`config.mk`:
```
export PLATFORM = sky130hd
export DESIGN_NAME = mul_div_unit
export DESIGN_NICKNAME = d
export VERILOG_FILES = /design/src/rtl/mul_div_unit_pkg.sv /design/src/rtl/mdu_div_step.sv /design/src/rtl/mul_div_unit.sv
export SDC_FILE = /design/constraint.sdc
export NUM_CORES = 2
export LEC_CHECK = 0
export CAP_MARGIN = 0
export CORE_MARGIN = 1
export CORE_UTILIZATION = 40
export DETAILED_ROUTE_END_ITERATION = 8
export GPL_ROUTABILITY_DRIVEN = 0
export PLACE_DENSITY_LB_ADDON = 0.05
export RECOVER_POWER = 25
export SYNTH_ARGS = -nofsm -noshare
export SYNTH_HDL_FRONTEND = slang
export SYNTH_SLANG_ARGS = --single-unit
```
`constraint.sdc`:
```
create_clock -name clk -period 17.7 [get_ports clk]
set_clock_uncertainty 0.1 [all_clocks]
set_input_delay 1.77 -clock clk [delete_from_list [all_inputs] [get_ports clk]]
set_output_delay 1.77 -clock clk [all_outputs]
set_load 0.02 [all_outputs]
```
`src/rtl/mul_div_unit_pkg.sv`:
```
`default_nettype none
// ============================================================================
//  Module  : mul_div_unit_pkg
//  Brief   : Op encodings, FSM state codes and op-class decode helpers for
//            the iterative multiply/divide unit. The controller's
//            alucontrol decode maps onto the same op codes.
//  Rev     : 1.0  initial release
// ============================================================================
package mul_div_unit_pkg;

    typedef enum logic [2:0] {
        MDU_MULT  = 3'b000,
        MDU_MULTU = 3'b001,
        MDU_DIV   = 3'b010,
        MDU_DIVU  = 3'b011,
        MDU_MADD  = 3'b100,
        MDU_MADDU = 3'b101,
        MDU_MSUB  = 3'b110,
        MDU_MSUBU = 3'b111
    } mduOp_e;

    typedef enum logic [1:0] {
        IDLE = 2'b00,
        BUSY = 2'b01,
        DONE = 2'b10
    } mduState_e;

    // Divide class: DIV / DIVU
    function automatic logic isDiv(input logic [2:0] op);
        return (op == MDU_DIV) || (op == MDU_DIVU);
    endfunction

    // Even op codes are the signed flavours
    function automatic logic isSigned(input logic [2:0] op);
        return !op[0];
    endfunction

    // Accumulating ops (MADD/MADDU/MSUB/MSUBU)
    function automatic logic isAcc(input logic [2:0] op);
        return op[2];
    endfunction

    // Subtracting accumulate (MSUB/MSUBU)
    function automatic logic isSub(input logic [2:0] op);
        return op[2] & op[1];
    endfunction

endpackage
`default_nettype wire

```
`src/rtl/mdu_div_step.sv`:
```
`default_nettype none
// ============================================================================
//  Module  : mdu_div_step
//  Brief   : One combinational restoring-division step. Shifts the next
//            dividend bit into the partial remainder, subtracts the divisor
//            if it fits and shifts the resulting quotient bit in.
//  Rev     : 1.0  initial release
// ============================================================================
module mdu_div_step
    import mul_div_unit_pkg::*;
#(
    parameter int WIDTH = 32
) (
    input  logic [WIDTH-1:0] i_rem,
    input  logic [WIDTH-1:0] i_quo,
    input  logic [WIDTH-1:0] i_divisor,
    output logic [WIDTH-1:0] o_rem,
    output logic [WIDTH-1:0] o_quo
);

    // Partial remainder needs one extra bit after the shift
    logic [WIDTH:0] w_shRem;
    logic [WIDTH:0] w_diff;
    logic           w_fits;

    assign w_shRem = {i_rem, i_quo[WIDTH-1]};
    assign w_diff  = w_shRem - {1'b0, i_divisor};
    // No borrow out of the top bit means the divisor fits
    assign w_fits  = !w_diff[WIDTH];
    assign o_rem   = w_fits ? w_diff[WIDTH-1:0] : w_shRem[WIDTH-1:0];
    assign o_quo   = {i_quo[WIDTH-2:0], w_fits};

endmodule
`default_nettype wire

```
`src/rtl/mul_div_unit.sv`:
```
`default_nettype none
// ============================================================================
//  Module  : mul_div_unit
//  Brief   : Iterative signed/unsigned multiply, divide and multiply-
//            accumulate for the E stage. Works on operand magnitudes and
//            fixes the sign at the end; drives the E-stage stall and
//            returns a registered {HI,LO} pair with a one-cycle valid.
//  Rev     : 1.0  initial release
// ============================================================================
module mul_div_unit
    import mul_div_unit_pkg::*;
#(
    parameter int WIDTH    = 32,
    parameter int MUL_BITS = 1
) (
    input  logic               clk,
    input  logic               rst,
    input  logic               start,
    input  logic [2:0]         op,
    input  logic [WIDTH-1:0]   src_a,
    input  logic [WIDTH-1:0]   src_b,
    input  logic [2*WIDTH-1:0] hilo_in,
    input  logic               cancel,
    output logic               stall_o,
    output logic               valid_o,
    output logic [WIDTH-1:0]   result_hi,
    output logic [WIDTH-1:0]   result_lo,
    output logic               div_by_zero
);

    localparam int                  c_cntWidth = $clog2(WIDTH);
    localparam logic [c_cntWidth-1:0] c_lastDiv = c_cntWidth'(WIDTH - 1);
    localparam logic [c_cntWidth-1:0] c_lastMul = c_cntWidth'(WIDTH / MUL_BITS - 1);

    mduState_e             r_state;
    mduState_e             w_nextState;
    logic [2:0]            r_op;
    logic [WIDTH-1:0]      r_absB;      // divisor, or multiplier shifted right
    logic [2*WIDTH-1:0]    r_mcand;     // multiplicand shifted left
    logic [2*WIDTH-1:0]    r_acc;       // product, or {rem,quo} for divide
    logic [2*WIDTH-1:0]    r_hilo;
    logic                  r_negRes;
    logic                  r_negRem;
    logic                  r_dbz;
    logic [c_cntWidth-1:0] r_count;

    logic                  w_accept;
    logic                  w_startDbz;
    logic                  w_signedIn;
    logic                  w_last;
    logic [WIDTH-1:0]      w_absA;
    logic [WIDTH-1:0]      w_absB;
    logic [2*WIDTH-1:0]    w_accNext;
    logic [2*WIDTH-1:0]    w_prod;
    logic [2*WIDTH-1:0]    w_mulRes;
    logic [WIDTH-1:0]      w_remNext;
    logic [WIDTH-1:0]      w_quoNext;
    logic [WIDTH-1:0]      w_remFix;
    logic [WIDTH-1:0]      w_quoFix;

    assign w_accept   = (r_state == IDLE) && start && !cancel;
    assign w_startDbz = isDiv(op) && (src_b == '0);
    assign w_signedIn = isSigned(op);
    assign w_absA     = (w_signedIn && src_a[WIDTH-1]) ? -src_a : src_a;
    assign w_absB     = (w_signedIn && src_b[WIDTH-1]) ? -src_b : src_b;
    assign w_last     = (r_count == (isDiv(r_op) ? c_lastDiv : c_lastMul));

    // Shift-add: retire MUL_BITS multiplier bits into the accumulator
    always_comb begin
        w_accNext = r_acc;
        for (int k = 0; k < MUL_BITS; k++) begin
            if (r_absB[k]) begin
                w_accNext = w_accNext + (r_mcand << k);
            end
        end
    end

    mdu_div_step #(
        .WIDTH(WIDTH)
    ) u_divStep (
        .i_rem    (r_acc[2*WIDTH-1:WIDTH]),
        .i_quo    (r_acc[WIDTH-1:0]),
        .i_divisor(r_absB),
        .o_rem    (w_remNext),
        .o_quo    (w_quoNext)
    );

    // Sign fix and accumulate, applied only on the final iteration
    assign w_prod   = r_negRes ? -w_accNext : w_accNext;
    assign w_mulRes = !isAcc(r_op) ? w_prod :
                      (isSub(r_op) ? (r_hilo - w_prod) : (r_hilo + w_prod));
    assign w_quoFix = r_negRes ? -w_quoNext : w_quoNext;
    assign w_remFix = r_negRem ? -w_remNext : w_remNext;

    // FSM state register
    always_ff @(posedge clk) begin
        if (rst) begin
            r_state <= IDLE;
        end else begin
            r_state <= w_nextState;
        end
    end

    // Next state plus stall/valid; cancel overrides everything
    always_comb begin
        w_nextState = r_state;
        stall_o     = 1'b0;
        valid_o     = 1'b0;
        if (cancel) begin
            w_nextState = IDLE;
        end else begin
            case (r_state)
                IDLE: begin
                    if (start) begin
                        stall_o     = 1'b1;
                        w_nextState = w_startDbz ? DONE : BUSY;
                    end
                end
                BUSY: begin
                    stall_o = 1'b1;
                    if (w_last) begin
                        w_nextState = DONE;
                    end
                end
                DONE: begin
                    valid_o     = 1'b1;
                    w_nextState = IDLE;
                end
                default: w_nextState = IDLE;
            endcase
        end
    end

    assign div_by_zero = valid_o && r_dbz;

    // Operand capture, iteration and result registers
    always_ff @(posedge clk) begin
        if (rst) begin
            r_op      <= '0;
            r_absB    <= '0;
            r_mcand   <= '0;
            r_acc     <= '0;
            r_hilo    <= '0;
            r_negRes  <= 1'b0;
            r_negRem  <= 1'b0;
            r_dbz     <= 1'b0;
            r_count   <= '0;
            result_hi <= '0;
            result_lo <= '0;
        end else begin
            if (w_accept) begin
                r_op     <= op;
                r_absB   <= w_absB;
                r_mcand  <= {{WIDTH{1'b0}}, w_absA};
                r_acc    <= isDiv(op) ? {{WIDTH{1'b0}}, w_absA} : '0;
                r_hilo   <= hilo_in;
                r_negRes <= w_signedIn && (src_a[WIDTH-1] ^ src_b[WIDTH-1]);
                r_negRem <= w_signedIn && src_a[WIDTH-1];
                r_dbz    <= w_startDbz;
                r_count  <= '0;
                if (w_startDbz) begin
                    result_hi <= src_a;
                    result_lo <= '1;
                end
            end else if ((r_state == BUSY) && !cancel) begin
                r_count <= r_count + 1'b1;
                if (isDiv(r_op)) begin
                    r_acc <= {w_remNext, w_quoNext};
                    if (w_last) begin
                        result_hi <= w_remFix;
                        result_lo <= w_quoFix;
                    end
                end else begin
                    r_acc   <= w_accNext;
                    r_mcand <= r_mcand << MUL_BITS;
                    r_absB  <= r_absB >> MUL_BITS;
                    if (w_last) begin
                        result_hi <= w_mulRes[2*WIDTH-1:WIDTH];
                        result_lo <= w_mulRes[WIDTH-1:0];
                    end
                end
            end
        end
    end

endmodule
`default_nettype wire
```
==> key figures <==
Outcome
  • Outcome: finished, violations left
  • Failing checks: capacitance limit, slew limit

Floorplanning
  • Initial Util: 40.5%
  • Total core area: 74,700 um^2
  • Row count: 100
  • Die footprint: 76,700 um^2
  • Die W: 277 um
  • Height of the die: 277 um
  • IO Count: about 200

STA
  • Max Transition Viols Final: between 150 and 200
  • Worst-margin pin slew: 3.16 ns
  • Slew margin rel.: -110%
  • Final Cycle Share: 55.1%
  • Hold Vio Cnt, Final: 0
  • Post-layout min period: 9.75 ns
  • Sum of negative setup slack: 0 ns
  • Setup Viol. Count Final: 0
  • FMAX: between 100 and 150 MHz
  • RSZ-0062 raised after global routing: false
  • Hold slack final: 0.349 ns

GRT
  • Overflow left after global routing: 0
  • All-layer global routing usage: 32.7%
  • Pin count of the biggest net entering global routing: between 100 and 150
  • First-pass GRT wire length: 195,000 um
  • Vias in the first global route: 30.8k
  • Antenna violations before repair: 4

CTS
  • Cts repair resizes: 0
  • Worst-path clk slew: around 0.06 ns
  • Setup Fix Bufs, Post-CTS: 0
  • CTS buffer count: 40
  • Cts hold-fix bufs: 0
  • CTS root buf: clkbuf_16
  • Deepest clock path buffer count: 3
  • CTS tree: yes
  • CTS H-tree depth: 2
  • Clk sinks: 300
  • Worst-skew pair later-pin latency: 0.59 ns

Job
  • Max Cap Viol: 5

Synthesis
  • Flops & latches, synth: 300
  • Distinct cells, synth: approximately 100
  • Number of synthesized flops with an enable pin: 0
  • Post-synth top area share: 19.9%
  • Synth warn: 0
  • Post-synthesis sequential area ratio: 19.9%
  • Synthesized Nets: 4,652
  • Synth Flop Type: dfxtp_1
  • Post-Syn Area: 30,300 um^2
  • Synth Instances: around 4.3k
  • Area leader, netlist: dfxtp_1
  • Top cells by area, synth: dfxtp_1 (20%), nand2_1 (8.4%), ha_1 (6.9%)
  • Avg Inst Size Synth: 6.96 um^2
  • FFs w/ async S/R, synth: 0%

Setup path
  • Crit path launch type: flip-flop
  • Max incr delay on CP: 0.92 ns
  • CP delay by family, top: compound AO/OA/AOI/OAI gates
  • Crit end category: flip-flop
  • Worst EP required: between 15 and 20 ns
  • Crit path buffers/inverters: 0
  • CP most frequent cell: a21o_1
  • Worst Reg-to-Reg Cells: 33
  • Critical Path AT: approximately 10 ns
  • Critical path depth: 33
  • WS Path Type: flip-flop to flip-flop
  • Max Fanout on Critical Path: 9
  • Slowest stage cell, crit path: a211oi_1

Detailed routing
  • Vias: between 30k and 40k
  • Via density: 6.23
  • Antenna Nets Post-Route: 0
  • DRC: 0
  • Routed length per instance: 24.3 um
  • Drt total wl: about 130,000 um
  • Initial DRC Count: ~3.1k
  • First drt pass iteration count: 6

Worst hold path
  • Hold depth: 2
  • HP Class: flip-flop to flip-flop

Layout
  • Nets@finish: roughly 4.7k
  • Commonest non-fill, non-tap cell in the layout: nand2_1
  • Fillcell total: 7,811
  • Area delta synth->final: 13.6%
  • Most frequent cells in the layout: nand2_1 (674), nor2_1 (450), a21oi_1 (400)
  • Util after Layout: 46.0%
  • Layout cells sized above 1: 5.04%

Power and ir drop
  • Pwr dens: about 70 nW/um^2
  • Pleak: approximately 0.014 uW
  • Worst IR drop on VDD: around 63 uV
  • Tot Pwr: 2450 uW

Place
  • Detailed placement HPWL: 102,000 um
  • Port Buffers: 201
[report_power, final]
group / switching (uW) / internal, uW
clock network: 345 / 542
registers: 25.3 / 696
logic: 542 / 304
[path summary, 6_finish.rpt]
path                                    start  slack [ns]       endpoint
worst max-delay path                 r_acc[1]        7.95  result_hi[26]
worst min register to register  result_hi[17]        0.35  result_hi[17]
worst min-delay path            result_hi[17]        0.35  result_hi[17]
worst max register to register       r_acc[1]        7.95  result_hi[26]
[routing by layer]
metal	up-vias	GRT usage [%]	part of all wire, %	wire length [um]
met4	2	17.3	5.8	7520
met2	1313	54.8	47	60900
met5	-	0	0.0084	11
met1	15866	40.9	41	54100
met3	319	4.13	6.3	8220
li1	15984	-	-	-
[synth_stat cells, types with 12 or more instances]
cell and count:
nand2_1 675, nor2_1 456, a21oi_1 400, dfxtp_1 300
clkbuf_1 243, o21ai_0 223, xnor2_1 194, ha_1 166
xor2_1 152, nor3_1 123, inv_1 105, a211oi_1 99
a21o_1 93, nand3_1 75, a311oi_1 68, nand4_1 64
o31ai_1 58, o211ai_1 55, or3_1 50, a31oi_1 43
mux2i_1 39, nor4_1 39, nand2b_1 37, and3_1 36
or2_2 33, o21a_1 30, nor2b_1 28, a221oi_1 27
o41ai_1 26, and2_1 25, buf_1 24, or4_1 24
o21bai_1 23, a222oi_1 19, a32oi_1 19, and4_1 18
o31a_1 17, a211o_1 14, nor3b_1 14, o311ai_0 13
buf_2 12
[flip-flops by register name, indices dropped and copies added (netlist names)]
signal,cells
r_negRem,1
r_dbz,1
r_mcand,64
r_state,2
result_lo,32
r_hilo,64
r_count,5
r_op,2
r_negRes,1
result_hi,32
r_acc,64
r_absB,32
[cell type report]
type                       instances  area (um^2)  area share (%)
timing repair buffer             263         2470            7.17
clock inverter                    20          290           0.844
multi-input combinational       3662        22800            66.5
antenna                            3         7.51          0.0218
sequential                       300         6020            17.5
tap                              969         1210            3.53
inverter                         107          402            1.17
clock buffer                      51         1130            3.29
[through the flow]
stage                     setup WS, ns  cells  instance area, um^2
after detailed placement          8.21   5301                33000
after CTS                         8.17   5372                34400
after floorplan                   9.72   4348                30300
after global placement            8.24   5301                33000
final                             7.95   5375                34400
after global routing              7.26   5372                34400
[worst reg2reg max path, delay by kind of cell, from the launching register on]
family,cells,cell delay [ns]
compound gates,18,5.02
simple gates,10,2.70
fa+ha+maj,2,0.64
xor+xnor,3,0.62
flops,1,0.52
[cell families after synthesis]
group / share of synthesized area [%]
AND/OR/NAND/NOR: 26.7
buffers and inverters: 4.84
XOR/XNOR: 10.2
AO/OA/AOI/OAI: 29.8
adder cells (fa/ha/maj): 7.06
flip-flops: 19.9
multiplexers: 1.59
No activity file was read; power rests on OpenSTA's default activity.
